--- src/rtl/led_flash_stretcher.sv ---
// Stretches one-cycle event pulses into a PWM LED flash: hold at the latched
// brightness for HOLD_TICKS ticks, then fade linearly to dark; keeps debug statistics.
module led_flash_stretcher #(
    parameter int unsigned PWM_BITS   = 8,
    parameter int unsigned HOLD_TICKS = 16
) (
    input  logic                sys_clk,
    input  logic                sys_rst,
    input  logic                tick,
    input  logic                event_in,
    input  logic [PWM_BITS-1:0] brightness,
    output logic                led,
    output logic                busy,
    output logic                retrig,
    output logic [7:0]          event_count
);

    localparam int unsigned CNT_BITS = 8;
    localparam logic [CNT_BITS-1:0] HOLD_LOAD = CNT_BITS'(HOLD_TICKS);
    localparam logic [CNT_BITS-1:0] CNT_MAX   = '1;

    typedef enum logic [1:0] {
        ST_IDLE = 2'd0,
        ST_HOLD = 2'd1,
        ST_FADE = 2'd2
    } state_e;

    state_e                state_q, state_d;
    logic [PWM_BITS-1:0]   pwm_cnt_q, pwm_cnt_d;
    logic [PWM_BITS-1:0]   duty_q, duty_d;
    logic [CNT_BITS-1:0]   hold_cnt_q, hold_cnt_d;
    logic [CNT_BITS-1:0]   event_count_q, event_count_d;
    logic                  retrig_q, retrig_d;
    logic                  led_q, led_d;
    logic                  busy_q, busy_d;

    // Next-state and statistics; an event always wins over a coincident tick.
    always_comb begin
        state_d       = state_q;
        pwm_cnt_d     = pwm_cnt_q + PWM_BITS'(1);
        duty_d        = duty_q;
        hold_cnt_d    = hold_cnt_q;
        event_count_d = event_count_q;
        retrig_d      = retrig_q;

        if (event_in) begin
            state_d    = ST_HOLD;
            duty_d     = brightness;
            hold_cnt_d = HOLD_LOAD;
            if (state_q != ST_IDLE) begin
                retrig_d = 1'b1;
            end
            if (event_count_q != CNT_MAX) begin
                event_count_d = event_count_q + CNT_BITS'(1);
            end
        end else if (tick) begin
            case (state_q)
                ST_HOLD: begin
                    if (hold_cnt_q == CNT_BITS'(1)) begin
                        state_d = ST_FADE;
                    end else begin
                        hold_cnt_d = hold_cnt_q - CNT_BITS'(1);
                    end
                end
                ST_FADE: begin
                    if (duty_q == '0) begin
                        state_d = ST_IDLE;
                    end else begin
                        duty_d = duty_q - PWM_BITS'(1);
                    end
                end
                default: state_d = state_q;
            endcase
        end

        // busy mirrors the state register one-for-one, so it is registered from state_d.
        busy_d = (state_d != ST_IDLE);
        led_d  = (state_q != ST_IDLE) && (pwm_cnt_q < duty_q);
    end

    always_ff @(posedge sys_clk) begin
        if (sys_rst) begin
            state_q       <= ST_IDLE;
            pwm_cnt_q     <= '0;
            duty_q        <= '0;
            hold_cnt_q    <= '0;
            event_count_q <= '0;
            retrig_q      <= 1'b0;
            led_q         <= 1'b0;
            busy_q        <= 1'b0;
        end else begin
            state_q       <= state_d;
            pwm_cnt_q     <= pwm_cnt_d;
            duty_q        <= duty_d;
            hold_cnt_q    <= hold_cnt_d;
            event_count_q <= event_count_d;
            retrig_q      <= retrig_d;
            led_q         <= led_d;
            busy_q        <= busy_d;
        end
    end

    assign led         = led_q;
    assign busy        = busy_q;
    assign retrig      = retrig_q;
    assign event_count = event_count_q;

endmodule
--- config.mk ---
export PLATFORM = sky130hd
export DESIGN_NAME = led_flash_stretcher
export DESIGN_NICKNAME = d
export VERILOG_FILES = /design/src/rtl/led_flash_stretcher.sv
export SDC_FILE = /design/constraint.sdc
export NUM_CORES = 1
export LEC_CHECK = 0
export CAP_MARGIN = 25
export CORE_MARGIN = 2
export CORE_UTILIZATION = 62
export CTS_BUF_LIST = sky130_fd_sc_hd__clkbuf_2
export DETAILED_ROUTE_END_ITERATION = 8
export PLACE_DENSITY = 0.87
export SLEW_MARGIN = 25
export SYNTH_ARGS = -nofsm -noshare
export SYNTH_HDL_FRONTEND = slang
export SYNTH_SLANG_ARGS = --single-unit
--- constraint.sdc ---
create_clock -name sys_clk -period 3.75 [get_ports sys_clk]
set_input_delay 0.5625 -clock sys_clk [delete_from_list [all_inputs] [get_ports sys_clk]]
set_output_delay 0.5625 -clock sys_clk [all_outputs]
set_load 0.05 [all_outputs]
[After elaboration in Yosys (flattened, before gate mapping)]
Cells that the tools add are included.
Operators by class
  bitwise gates (word level): 1
  order comparisons: 1
  equal/unequal tests: 6
  multiplexer cells: 13
  reduce and logical (&&, ||, !) cells: 13
  add/subtract/negate cells: 4
Operators with widths (count)
  8-bit 2-to-1 mux: 4
  5-bit 2-to-1 mux: 4
  8-bit by 1-bit adder with 8-bit output, second input constant: 2
  8-bit by 1-bit subtractor with 8-bit output, second input constant: 2
  2-bit nonzero test: 5
  3-bit AND reduction: 3
  8-bit by 1-bit equality test with 1-bit output, second input constant: 1
  8-bit zero test: 1
  8-bit less-than comparator: 1
  2-bit 2-to-1 mux: 4
  8-bit != test, second input constant: 1
  2-bit != test, second input constant: 2
  2-bit one-hot mux with 2 select lines: 1
  2-bit AND reduction: 2
  2-bit by 1-bit equality test with 1-bit output, second input constant: 1
  2-bit equality test, second input constant: 1
  2-bit OR reduction: 1
  1-bit logical AND: 1
  1-bit inverter: 1
Word-level totals
  flip-flop bits (word level): 37
  word-level logic and storage cells: 47
  input bits: 12
  output and inout port bits: 11

[Longest topological paths before layout]
Gate-level depths: netlist of run 1.
  word-level depth: 6
  gate-level depth with buffers: 7
  gate-level depth less buffers: 6

[Worst setup path after synthesis of run 1]
Ideal clock, no wire load.
  path type: register to register
  from: reg event_count_q[0] (netlist: event_count[0])
  to: reg event_count_q[1] (netlist: event_count[1])
  clock period less this slack: 1.857 ns
  arrival: 1.730 ns
  buffers on the path: 0
  stages on the path, launching flop included: 6
  setup time: 0.128 ns
  setup slack: 1.893 ns
  required time: 3.622 ns
  path through: dfxtp_1 > ha_1 > nand4_1 > o21ai_0 > mux2i_1 > nor2_1
Between the ends
  word-level cells in the longest chain between the ends: 2
RTL lines
  start: declaration: line 32  | logic [CNT_BITS-1:0] event_count_q, event_count_d;
  start signal: assignment: line 96  | event_count_q <= event_count_d;
  parallel branches: the longest is 2 deep, another holds 8-bit by 1-bit adder with 8-bit output
Several ways; the timed one is not identified.
A chain may end at the register's enable or synchronous reset.

[Final worst setup path of run 1]
  from: reg event_count_q[3] (netlist: event_count[3])
  to: out event_count[3]
RTL lines
  end: declaration: line 15  | output logic [7:0] event_count
No word-level cell between the ends.

==> impl_metrics.yaml, run 1 <==
run_status:
  status: "completed"
yosys:
  synth_top_cell_by_area: "dfxtp_1"
  avgSynthCellArea_sq_um: 8.97
  ys_ff_latch: 37
  synth_edf_count: 0
  synth_cell_type_count: 47
  ys.warnings.count: 0
  netlist_area_sq_mm: 0.00205
  synth_most_common_cell: "dfxtp_1"
  synthArstFlopShare: 0
  syn_inst: 229
  synthTopCellsByArea: "dfxtp_1, ha_1, nor2_1, xor2_1, a211oi_1"
  ys_top_cells_by_count: "dfxtp_1, nor2_1, ha_1, inv_1, xor2_1"
  synthFlopType: "dfxtp_1"
  ys_seq_area_frac: 0.361
  synth_fp_nets: 257
  yosysTopAreaCellShare: 0.361
cells_and_area:
  final_layout_size_suffix_gt1_frac: 0.0754
  utilization: 0.750
  final_area_sq_mm: 0.00233
  multiInputGateArea_sq_mm: 0.00121
  seqCellArea_sq_um: 741
  n_fill_cell: 248
  antenna_cells: 0
  finalNetCount: 279
  area_growth_pct: 13.2
power:
  peakVddDrop_mv: 0.218
  powerDensity_mw_per_mm2: 320
  p_leak_nw: 0.893
worst_setup_path:
  critical-path-max-stage-delay_ns: 0.84
  crit_path_cell_trace: "clkdlybuf4s50_1"
  critPathKind: "reg2out"
  critical_path_required_ns: 3.19
  arrival_ns: 1.69
  start_kind: "flip-flop"
  end_kind: "output pin"
  slowest_stage: "clkdlybuf4s50_1"
  cp_max_fo: 6
  path_buf_inv: 1
  crit_family: "buffers and inverters"
grt:
  grt_max_degree: 18
  grt_pass1_wl_um: 6590
  grt_antenna_before_repair: 0
  grt-ovfl-total: 0
  grt_use_total: 0.234
  grt_pass1_vias: 1565
routing:
  viasPerCell: 5.68
  wire_per_inst_um: 13.6
  finalWirelength_um: 4010
  antenna_left: 0
  drtIter0Drc: 98
  firstDrtPassIters: 4
  vias: 1682
  drc: 0
clock_network:
  htree_levels: 2
  cts_resized: 0
  cts_hold_buf: 0
  cts_setup_buffers: 0
  clk_pin_slew_worst_paths_ns: 0.17
  cts_root_buf: "clkbuf_2"
  max-clock-path-buffers: 2
  insertion_delay_ns: 0.39
  cts_made_buffers: 5
  clock-sinks: 37
  cts_tree: "done"
floorplanning:
  io_pins: 23
  die-height_um: 61.6
  dieArea_sq_mm: 0.00379
  core_area_sq_mm: 0.00310
  die_x_um: 61.6
  start_util: 0.662
  std_cell_rows: 20
timing:
  report.final.slew_viol_count: 0
  worst_pin_slew_ns: 0.609
  setup_ws_ns: 1.49
  fin_crit_sh: 0.602
  hold_ws_ns: 0.475
  relSlewSlack: 0.592
  rsz0062_at_grt: "no"
  fin_crit_ns: 2.26
  setup_viol: 0
  finalHoldViolations: 0
  fin_skew_ns: 0.0118
  clock.fmax_mhz: 443
  tns_ns: 0
placement:
  dp_hpwl_um: 2930
  place_ws_ns: 1.42
  io_buffers: 22
  placedInstanceArea_sq_mm: 0.00229
  globalplace.congestion: 0.844
job:
  drv_cap: 0
worst_hold_path:
  hold_class: "reg2reg"
-- report_power, final --
part | switching (mW) | leakage (nW) | internal [mW]
logic | 0.0766 | 0.557 | 0.0593
clock network | 0.129 | 0.0327 | 0.0468
registers | 0.0212 | 0.303 | 0.411
total | 0.227 | 0.893 | 0.517
-- kinds of logic after synthesis --
family | count (synthesis) | synth area share
AO/OA/AOI/OAI | 39 | 0.143
XOR/XNOR | 20 | 0.0853
multiplexers | 3 | 0.0146
buffers and inverters | 22 | 0.0505
flip-flops | 37 | 0.361
AND/OR/NAND/NOR | 92 | 0.249
adder cells (fa/ha/maj) | 16 | 0.0974
-- state kept, by name, indices dropped and copies added (netlist names) --
name,count
led,1
duty_q,8
pwm_cnt_q,8
state_q,2
busy,1
event_count,8
hold_cnt_q,8
retrig,1
-- layer usage --
metal  routed length, um  part of all wire  track usage
met3                 156             0.039       0.0588
met4                  63             0.016        0.106
met2                1870              0.46        0.370
met5                   0                 0            0
met1                1930              0.48        0.302
-- placed cells by master (no fill, tap or decap), types with 2 or more instances in the layout --
| cell | n |
|---|---|
| xnor2_1 | 7 |
| clkbuf_2 | 6 |
| ha_1 | 16 |
| nor2b_1 | 2 |
| dfxtp_1 | 37 |
| a21o_1 | 3 |
| and4_1 | 2 |
| clkinv_2 | 2 |
| nor2_1 | 35 |
| or3_1 | 2 |
| and3_1 | 5 |
| a21oi_1 | 7 |
| and2_1 | 2 |
| nor4b_1 | 3 |
| xor2_1 | 13 |
| o211ai_1 | 3 |
| o21ai_0 | 4 |
| o221ai_1 | 2 |
| nand2_1 | 9 |
| nor3_1 | 10 |
| nand4_1 | 6 |
| mux2i_1 | 3 |
| a211oi_1 | 11 |
| inv_1 | 14 |
| nand3_1 | 6 |
| clkdlybuf4s50_1 | 22 |
-- stage by stage --
stage,total power [mW],cells
after CTS,0.747,296
after global routing,0.783,296
after global placement,0.570,288
final,0.744,296
after detailed placement,0.574,288
after floorplan,0.534,229
-- layout make-up --
| type | instances | share of cell area |
|---|---|---|
| Inverter | 14 | 0.0226 |
| Timing Repair Buffer | 23 | 0.0979 |
| Clock inverter | 2 | 0.00430 |
| Sequential cell | 37 | 0.318 |
| Clock buffer | 6 | 0.0129 |
| Tap cell | 44 | 0.0237 |
| Multi-Input combinational cell | 170 | 0.520 |
-- worst paths after layout --
| kind | slack, ns | end | cells past startpoint | start |
|---|---|---|---|---|
| hold / removal | 0.48 | pwm_cnt_q[0] | 1 | pwm_cnt_q[0] |
| setup reg to reg | 1.91 | hold_cnt_q[4] | 5 | hold_cnt_q[0] |
| hold reg to reg | 0.48 | pwm_cnt_q[0] | 1 | pwm_cnt_q[0] |
| setup / recovery | 1.49 | event_count[3] | 1 | event_count[3] |
(Power assumes the default switching activity.)
==> inputs of run 2 (changes only) <==
--- a/config.mk
+++ b/config.mk
@@ -7,10 +7,10 @@
 export LEC_CHECK = 0
 export CAP_MARGIN = 25
 export CORE_MARGIN = 2
-export CORE_UTILIZATION = 62
+export CORE_UTILIZATION = 58
 export CTS_BUF_LIST = sky130_fd_sc_hd__clkbuf_2
 export DETAILED_ROUTE_END_ITERATION = 8
-export PLACE_DENSITY = 0.87
+export PLACE_DENSITY = 0.82
 export SLEW_MARGIN = 25
 export SYNTH_ARGS = -nofsm -noshare
 export SYNTH_HDL_FRONTEND = slang
==> constraint.sdc (replaced) <==
create_clock -name sys_clk -period 2.19 [get_ports sys_clk]
set_input_delay 0.3285 -clock sys_clk [delete_from_list [all_inputs] [get_ports sys_clk]]
set_output_delay 0.3285 -clock sys_clk [all_outputs]
set_load 0.05 [all_outputs]
==> impl_metrics.yaml, run 2 (synthesis results as in run 1) <==
run_status:
  status: "completed"
worst_setup_path:
  end_kind: "output pin"
  crit_family: "buffers and inverters"
  arrival_ns: 1.69
  slowest_stage: "clkdlybuf4s50_1"
  cp_max_fo: 5
  critical_path_required_ns: 1.86
  critical-path-max-stage-delay_ns: 0.84
  critPathKind: "reg2out"
  startpoint: "event_count[4]"
  path_buf_inv: 1
  r2r-start: "hold_cnt_q[0]"
  start_kind: "flip-flop"
  crit_path_cell_trace: "clkdlybuf4s50_1"
clock_network:
  clock-sinks: 37
  cts_made_buffers: 5
  cts_hold_buf: 0
  htree_levels: 2
  cts_setup_buffers: 0
  cts_tree: "done"
  cts_resized: 0
  insertion_delay_ns: 0.39
  clk_pin_slew_worst_paths_ns: 0.20
  cts_root_buf: "clkbuf_2"
  max-clock-path-buffers: 2
power:
  switching_share: 0.290
  p_int_mw: 0.999
  clkPwrFrac: 0.306
  powerDensity_mw_per_mm2: 590
  p_sw_mw: 0.408
  p_comb_frac: 0.168
  peakVddDrop_mv: 0.359
  seq_power_share: 0.526
  p_leak_nw: 0.917
timing:
  fin_crit_sh: 0.920
  rsz0062_at_grt: "no"
  worst_pin_slew_ns: 0.517
  report.final.slew_viol_count: 0
  finalHoldViolations: 0
  tns_ns: 0
  setup_viol: 0
  fin_crit_ns: 2.01
  setup_ws_ns: 0.176
  relSlewSlack: 0.654
  fin_skew_ns: 0.0117
  clock.fmax_mhz: 496
  hold_ws_ns: 0.474
grt:
  grt_max_degree: 14
  grt-ovfl-total: 0
  grt_pass1_vias: 1591
  grt_pass1_wl_um: 7230
  grt_use_total: 0.223
  grt_antenna_before_repair: 0
placement:
  dp_hpwl_um: 2820
  io_buffers: 22
  dpl.cell_count: 294
  globalplace.congestion: 0.866
  place_ws_ns: 0.292
cells_and_area:
  antenna_cells: 0
  mostFrequentLayoutCell: "dfxtp_1"
  final_cell_count_no_fill: 302
  area_growth_pct: 16.1
  utilization: 0.709
  final_cell_mix: "dfxtp_1, nor2_1, clkdlybuf4s50_1"
  finalNetCount: 283
  final_layout_size_suffix_gt1_frac: 0.0859
routing:
  drtIter0Drc: 79
  antenna_left: 0
  drc: 0
  firstDrtPassIters: 4
  viasPerCell: 5.48
  vias: 1655
  wire_per_inst_um: 12.9
  finalWirelength_um: 3880
floorplanning:
  core_area_sq_mm: 0.00336
  start_util: 0.611
  dieArea_sq_mm: 0.00403
  die_x_um: 63.5
  std_cell_rows: 21
  io_pins: 23
  die-height_um: 63.5
job:
  drv_cap: 0
worst_hold_path:
  hold_class: "reg2reg"
  hp-start: "pwm_cnt_q[0]"
==> run 2: routing by layer <==
layer | routed length, um | vias to the layer above | share of wire | global-route usage
met1 | 2020 | 760 | 0.52 | 0.309
li1 | - | 867 | - | -
met4 | 46 | 0 | 0.012 | 0.0652
met2 | 1680 | 23 | 0.43 | 0.343
met5 | 0 | - | 0 | 0
met3 | 135 | 5 | 0.035 | 0.0554
==> run 2: stage by stage <==
stage,area [sq um],power (mW)
CTS,2380,1.42
floorplan,2050,0.914
finish,2380,1.41
global placement,2320,0.983
global route,2380,1.48
detailed placement,2320,0.986
==> run 2: worst paths after layout <==
path | slack (ns) | cells past startpoint | end
setup / recovery | 0.18 | 1 | event_count[4]
hold / removal | 0.47 | 1 | pwm_cnt_q[0]
setup reg to reg | 0.35 | 5 | hold_cnt_q[4]
hold reg to reg | 0.47 | 1 | pwm_cnt_q[0]
==> run 2: power groups by stage <==
stage	Combinational (mW)	Sequential [mW]	Clock, mW
after floorplan	0.141	0.773	0
after global placement	0.230	0.752	0
after detailed placement	0.234	0.752	0
after CTS	0.237	0.739	0.443
after global routing	0.264	0.745	0.470
final	0.236	0.740	0.431
==> run 2: layout make-up <==
cell class              count  area, sq um
clock buffers               5         25.0
well taps                  46         57.6
clock inverters             3         41.3
inverters                  14         52.6
multi-input cells         170         1210
repair buffers             27          258
flip-flops and latches     37          741
fillers                   305          978
==> run 2: worst register-to-register path, cell delays in order, from the launching register on <==
cell and delay, ns:
dfxtp_1 0.46, ha_1 0.20, or4b_1 0.60, o2111ai_2 0.24, xor2_1 0.17, a21oi_1 0.08
